$ cat src/rtl/fifo_wr_arbiter.sv
// Round-robin write arbiter: N_REQ bursty requesters share one asynchronous-FIFO write port.
// Ownership is registered; beats pass combinationally while the owner is valid and the FIFO has room.
module fifo_wr_arbiter #(
  parameter int unsigned N_REQ       = 4,
  parameter int unsigned DATA_WIDTH  = 8,
  parameter int unsigned MAX_BURST   = 16,
  parameter int unsigned STALL_LIMIT = 64
) (
  input  logic                        wclk,
  input  logic                        wrst_n,
  input  logic [N_REQ-1:0]            req_valid,
  input  logic [N_REQ*DATA_WIDTH-1:0] req_data,
  input  logic [N_REQ-1:0]            req_last,
  output logic [N_REQ-1:0]            req_ready,
  input  logic                        full,
  output logic                        w_en,
  output logic [DATA_WIDTH-1:0]       data_in,
  output logic [N_REQ-1:0]            grant,
  output logic                        stall_err,
  input  logic                        err_clr
);

  localparam int unsigned IdxW   = (N_REQ > 1) ? $clog2(N_REQ) : 1;
  localparam int unsigned BeatW  = $clog2(MAX_BURST + 1);
  localparam int unsigned StallW = $clog2(STALL_LIMIT + 1);

  typedef enum logic {StIdle, StBurst} state_e;

  state_e             state_q, state_d;
  logic [N_REQ-1:0]   grant_q, grant_d;
  logic [IdxW-1:0]    owner_q, owner_d;
  logic [IdxW-1:0]    rr_ptr_q, rr_ptr_d;
  logic [BeatW-1:0]   beat_cnt_q, beat_cnt_d;
  logic [StallW-1:0]  stall_cnt_q, stall_cnt_d;
  logic               stall_err_q, stall_err_d;
  logic               arm_q, arm_d;

  logic               win_found;
  logic [IdxW-1:0]    win_idx;
  logic [IdxW-1:0]    cand;
  logic               owner_valid;
  logic               owner_last;
  logic               stall_set;
  logic               fire;

  // Round-robin search upward from rr_ptr, wrapping at N_REQ-1.
  always_comb begin
    win_found = 1'b0;
    win_idx   = '0;
    cand      = '0;
    for (int unsigned k = 0; k < N_REQ; k++) begin
      cand = IdxW'((32'(rr_ptr_q) + k) % N_REQ);
      if (!win_found && req_valid[cand]) begin
        win_found = 1'b1;
        win_idx   = cand;
      end
    end
  end

  assign owner_valid = req_valid[owner_q];
  assign owner_last  = req_last[owner_q];

  // grant_q is cleared asynchronously, so these are also quiet during reset.
  assign req_ready = grant_q & {N_REQ{~full}};
  assign fire      = |(req_valid & req_ready);
  assign w_en      = fire;
  assign grant     = grant_q;
  assign stall_err = stall_err_q;

  always_comb begin
    data_in = '0;
    for (int unsigned i = 0; i < N_REQ; i++) begin
      if (grant_q[i]) begin
        data_in = req_data[i*DATA_WIDTH +: DATA_WIDTH];
      end
    end
  end

  always_comb begin
    state_d     = state_q;
    grant_d     = grant_q;
    owner_d     = owner_q;
    rr_ptr_d    = rr_ptr_q;
    beat_cnt_d  = beat_cnt_q;
    stall_cnt_d = '0;
    stall_set   = 1'b0;
    // Holds off arbitration for one edge after reset release.
    arm_d       = 1'b1;

    unique case (state_q)
      StIdle: begin
        if (arm_q && win_found) begin
          state_d    = StBurst;
          owner_d    = win_idx;
          beat_cnt_d = '0;
          for (int unsigned i = 0; i < N_REQ; i++) begin
            grant_d[i] = (IdxW'(i) == win_idx);
          end
        end
      end
      StBurst: begin
        if (owner_valid && full) begin
          if (stall_cnt_q == StallW'(STALL_LIMIT)) begin
            stall_cnt_d = stall_cnt_q;
          end else begin
            stall_cnt_d = stall_cnt_q + 1'b1;
            stall_set   = (stall_cnt_q == StallW'(STALL_LIMIT - 1));
          end
        end
        if (fire) begin
          beat_cnt_d = beat_cnt_q + 1'b1;
          if (owner_last || (beat_cnt_q == BeatW'(MAX_BURST - 1))) begin
            state_d  = StIdle;
            grant_d  = '0;
            rr_ptr_d = (32'(owner_q) == N_REQ - 1) ? '0 : owner_q + 1'b1;
          end
        end
      end
      default: state_d = StIdle;
    endcase

    // A new stall detection outranks a simultaneous clear.
    if (stall_set) begin
      stall_err_d = 1'b1;
    end else if (err_clr) begin
      stall_err_d = 1'b0;
    end else begin
      stall_err_d = stall_err_q;
    end
  end

  always_ff @(posedge wclk or negedge wrst_n) begin
    if (!wrst_n) begin
      state_q     <= StIdle;
      grant_q     <= '0;
      owner_q     <= '0;
      rr_ptr_q    <= '0;
      beat_cnt_q  <= '0;
      stall_cnt_q <= '0;
      stall_err_q <= 1'b0;
      arm_q       <= 1'b0;
    end else begin
      state_q     <= state_d;
      grant_q     <= grant_d;
      owner_q     <= owner_d;
      rr_ptr_q    <= rr_ptr_d;
      beat_cnt_q  <= beat_cnt_d;
      stall_cnt_q <= stall_cnt_d;
      stall_err_q <= stall_err_d;
      arm_q       <= arm_d;
    end
  end

endmodule

$ cat config.mk
export PLATFORM = sky130hd
export DESIGN_NAME = fifo_wr_arbiter
export DESIGN_NICKNAME = d
export VERILOG_FILES = /design/src/rtl/fifo_wr_arbiter.sv
export SDC_FILE = /design/constraint.sdc
export NUM_CORES = 1
export LEC_CHECK = 0
export BUFFER_PORTS_ARGS = -buffer_cell sky130_fd_sc_hd__buf_4
export CAP_MARGIN = 20
export CORE_AREA = 2 2 75 56
export DETAILED_ROUTE_END_ITERATION = 12
export DIE_AREA = 0 0 77 58
export PLACE_DENSITY = 0.74
export SKIP_LAST_GASP = 1
export SLEW_MARGIN = 25
export SYNTH_ARGS = -nofsm -noshare
export SYNTH_HDL_FRONTEND = slang
export SYNTH_SLANG_ARGS = --single-unit
$ cat constraint.sdc
create_clock -name wclk -period 1.94 [get_ports wclk]
set_input_delay 0.097 -clock wclk [delete_from_list [all_inputs] [get_ports wclk]]
set_output_delay 0.097 -clock wclk [all_outputs]
set_load 0.03 [all_outputs]
# After elaboration in Yosys (flattened, before gate mapping)
# Cells that the tools add are included.
# classes
add_sub_neg,6
n_div,0
n_shift,0
reduce_logical,16
multipliers,0
n_eq_ne,11
n_mux,44
magnitude_cmp,5
bitwise_logic,4
# ops
operator,count
$mux W8,4
$mux W7,3
$mux W1,18
$lt A2 B3 Y1 const B,5
$bmux W1 S2,6
$mux W4,3
$mux W2,5
$mux W5,2
$pmux W5 S2,1
$and A4 B4 Y4,2
$pmux W4 S2,1
$add A7 B1 Y7 const B,1
$eq A7 B6 Y1 const B,1
$eq A7 B7 Y1 const B,1
$reduce_and A3 Y1,2
$add A5 B1 Y5 const B,1
$eq A5 B4 Y1 const B,1
$logic_and A1 B1 Y1,5
$add A2 B1 Y2 const B,2
$add A2 B2 Y2 const B,2
$eq A2 B2 Y1 const A,2
$ne A2 B2 Y1 const B,2
$reduce_and A2 Y1,2
$reduce_or A4 Y1,1
other kinds (10),13
# totals
output_inout_bits,18
latchBits,0
elab_cells,94
memories,0
register_bits,23
rom_bits,0
ramBits,0
in_bits,44

# Logic depth before layout (Yosys ltp)
# logic_depth
depth_word,15
depth_mapped,6
mapped_depth_nobuf,6

# Least setup slack after synthesis
# No wires, ideal clock.
# synth_timing
kind,register -> register
start,register beat_cnt_q[0]
end,register rr_ptr_q[1]
arrival_time_ns,1.822
required_time_ns,1.815
n_path_buf,0
setup_time_ns,0.125
synth_period_minus_slack_ns,1.947
path_stages_with_launch,7
setup_slack_ns,-0.007
path_cell_list,dfrtp_1 ha_1 and3_1 ha_1 a2111oi_2 a311oi_4 mux2_4
# synth_between
elab_chain_len,3
# synth_rtl
item,line,rtl
start: declaration,33,"logic [BeatW-1:0] beat_cnt_q, beat_cnt_d;"
start signal: assignment,147,beat_cnt_q <= beat_cnt_d;
$eq A5 B4 Y1,112,if (owner_last || (beat_cnt_q == BeatW'(MAX_BURST - 1))) begin
$logic_or A1 B1 Y1,112,
$reduce_and A3 Y1 (no line),-,
end signal: assignment,146,rr_ptr_q <= rr_ptr_d;
end: declaration,32,"logic [IdxW-1:0] rr_ptr_q, rr_ptr_d;"
# Every way passes these cells.
# A chain may end at the register's enable or synchronous reset.

# Worst setup path after layout
# layout_timing
start,register beat_cnt_q[1]
end,register rr_ptr_q[0]
# Same word-level chain as after synthesis.

==> results_dict.tcl <==
set metrics [dict create \
    fin_area_mm2 0.00219 \
    reg2reg_to "rr_ptr_q[0]$_DFFE_PN0P_" \
    yosys.cell_types.count 43 \
    yosys_warnings 0 \
    cts-root-buf "clkbuf_8" \
    peakVddDrop_uv 321 \
    final_common_cell "buf_4" \
    hold_path.class "in2reg" \
    area_growth_pct 37.2 \
    critical_path_arrival_ps 1960 \
    reg2reg_from "beat_cnt_q[1]$_DFFE_PN0P_" \
    post_dp_cell_area_mm2 0.00213 \
    syn-mean-instance-area_um2 9.54 \
    fmax_ghz 0.555 \
    clkLatencyLatePin_ps 260 \
    maxCapViolations 0 \
    ctsHtreeMaxLevel 1 \
    setup_viol 0 \
    antenna_found_initial 0 \
    cp_max_fo 3 \
    timing.critical_path.to_type "flip-flop" \
    grt_max_degree 24 \
    drive_gt1_share_pct 36.8 \
    final_cell_mix "68 x buf_4, 23 x dfrtp_1, 17 x nand2_1, 15 x nor2_1, 14 x nor2b_1" \
    min_period_over_period_pct 92.8 \
    grt_pass1_vias 1328 \
    numCtsBuffers 3 \
    path_cells "ha_1 -> and3_1 -> ha_1 -> inv_1 -> a311oi_4 -> mux2_4" \
    core_region_area_mm2 0.00376 \
    hpwl_um 2900 \
    topRoutingLayerUsed "met4" \
    drt_iter0_markers 123 \
    num_vias 1460 \
    rsz0062_at_grt "no" \
    post_cts_buffers 0 \
    clkTransAtPathRegs_ps 80 \
    crit_path_frequent_cell "ha_1" \
    die_area_mm2 0.00447 \
    r2r_cells 6 \
    routed_wl_um 3730 \
    rows 19 \
    cts_resized 0 \
    final_cells 283 \
    diodes 0 \
    ant_nets 0 \
    fillerInstances 338 \
    vias_per_cell 5.16 \
    crit_required_ps 2100 \
    leakage_uw 0.00102 \
    dp_cells 278 \
    start_util_pct 42.4 \
    cts_tree "built" \
    portBuffers 61 \
    worstHoldStart "err_clr" \
    synth_nets 216 \
    wl_per_cell_um 13.2 \
    die_h_um 58 \
    min_period_ps 1800 \
    final_nets 281 \
    hold_slack_ps 98.3 \
    critical-path-max-stage-delay_ps 380 \
    m1WireLength_um 1800 \
    synth_area_mm2 0.00159 \
    route.met2.wl_um 1590 \
    pin_count 62 \
    critical_path_class "reg2reg" \
    dp_slack_ps 17.2 \
    firstDrtPassIters 4 \
    pwr_density_cell_mw_per_mm2 416 \
    routed-wl-met3_um 332 \
    synthCells 167 \
    rrSetupSlack_ps 140 \
    cts.sinks 23 \
    synth.ff_latch_count 23 \
    cts.path.max_buffers 2 \
    gr-usage-all-layers_pct 17.1 \
    finalSetupTns_ps 0 \
    grt_first_pass_wirelength_um 6200 \
    finalMaxSlewViolations 0 \
    critPathSlowestCell "dfrtp_1" \
    die_x_um 77 \
    globalplace.congestion 0.868 \
    drc_errors 0 \
    hold_path_end "stall_err$_DFFE_PN0P_" \
    ys_seq_area_share_pct 36.1 \
    hold_path_depth 3 \
    finalWorstSetupSlack_ps 139 \
    hold_violations 0 \
    clock_skew_ps 1.55 \
    crit_path_start_kind "flip-flop" \
    gr-total-overflow 0 \
    status "complete, no violations" \
]
worst max path at each step:
stage,startpoint,end,slack [ps],depth (start not counted)
finish,beat_cnt_q[1]$_DFFE_PN0P_,rr_ptr_q[0]$_DFFE_PN0P_,140,6
detailed placement,beat_cnt_q[1]$_DFFE_PN0P_,rr_ptr_q[1]$_DFFE_PN0P_,20,6
CTS,beat_cnt_q[1]$_DFFE_PN0P_,rr_ptr_q[0]$_DFFE_PN0P_,110,6
floorplan,grant[0]$_DFFE_PN0P_,data_in[0],20,4
global placement,beat_cnt_q[1]$_DFFE_PN0P_,rr_ptr_q[1]$_DFFE_PN0P_,50,6
global route,beat_cnt_q[1]$_DFFE_PN0P_,rr_ptr_q[1]$_DFFE_PN0P_,10,6
routing by layer:
layer / GRT usage, % / vias to the layer above
met5: 0 / -
met4: 2.30 / 0
met3: 5.92 / 2
met2: 27.1 / 54
li1: - / 736
met1: 23.7 / 668
through the flow:
stage	power [uW]	utilization [%]
2_1_floorplan	527	-
3_3_place_gp	616	56.6
3_5_place_dp	618	56.6
4_1_cts	927	58.2
5_1_grt	953	58.2
6_report	910	58.2
critical path: cells and delay by family, from the launching register on:
kind / cells / cell delay, ps
AOI/OAI and AO/OA: 1 / 340
adders and majority gates: 2 / 390
buffers and inverters: 1 / 90
DFF: 1 / 380
muxes: 1 / 330
and+or+nand+nor: 1 / 160
kinds of logic after synthesis:
group	share of synthesized area [%]
DFF	36.1
buffers and inverters	5.03
adders and majority gates	3.93
and+or+nand+nor	19.7
muxes	5.03
other	0.235
xor gates and xnor gates	2.75
AOI/OAI and AO/OA	27.2
layout make-up:
type                    count  area (um2)  share of cell area (%)
flip-flops and latches     23         576                    26.3
clock buffers               3        41.3                    1.89
multi-input cells         128         950                    43.4
inverters                   7        26.3                    1.20
clock inverters             1        7.51                   0.343
well taps                  52        65.1                    2.98
repair buffers             69         520                    23.8
flip-flops by register name, summed over array words and instances, names as in the netlist:
register,cells
stall_cnt_q,7
grant,4
arm_q,1
beat_cnt_q,5
owner_q,2
stall_err,1
rr_ptr_q,2
state_q,1
cells in the mapped netlist:
master     number  area (um2)
mux2_4          2        30.0
inv_1           7        26.3
o41ai_2         2        32.5
a2111oi_2       1        15.0
a22o_4          2        35.0
o2bb2ai_1       3        26.3
a21o_1          2        15.0
xnor2_1         3        26.3
o21ai_0         3        15.0
buf_4           3        22.5
a21oi_1         6        30.0
clkbuf_1        4        15.0
o21a_1          2        15.0
nand2_1        17        63.8
or2_2           1        6.26
a221oi_1        8        70.1
o221a_2         1        11.3
nor3b_1         2        15.0
mux2i_1         5        50.1
o2111ai_2       1        15.0
a22o_1          1        8.76
and2b_2         1        8.76
ha_1            5        62.6
o21ai_4         1        16.3
xor2_1          2        17.5
nand2b_1        4        25.0
buf_6           1        11.3
a311oi_4        1        26.3
dfrtp_1        23         576
nand3_1         5        25.0
and3_1          1        6.26
buf_2           1        5.00
nor2b_1        14        87.6
o22ai_1         1        6.26
nand4_1         1        6.26
o22a_1          1        8.76
o31ai_1         8        60.1
a211o_1         1        8.76
nor2_1         15        56.3
o32ai_1         2        17.5
nor4_1          1        6.26
nand3b_1        1        7.51
conb_1          1        3.75
what timing repair did:
| action | 4_1_cts | 5_1_grt |
|---|---|---|
| hold buffers | 1 | 0 |
| endpoints found under the hold margin | 23 | 0 |
| endpoints found under the setup margin | 2 | 0 |
power breakdown:
group | internal [uW] | total (uW) | switching [uW]
Combinational | 73.7 | 125 | 51.1
Sequential | 482 | 485 | 2.71
Clock | 145 | 301 | 156
Total | 701 | 910 | 210
Power figures use the tool's default switching activity.
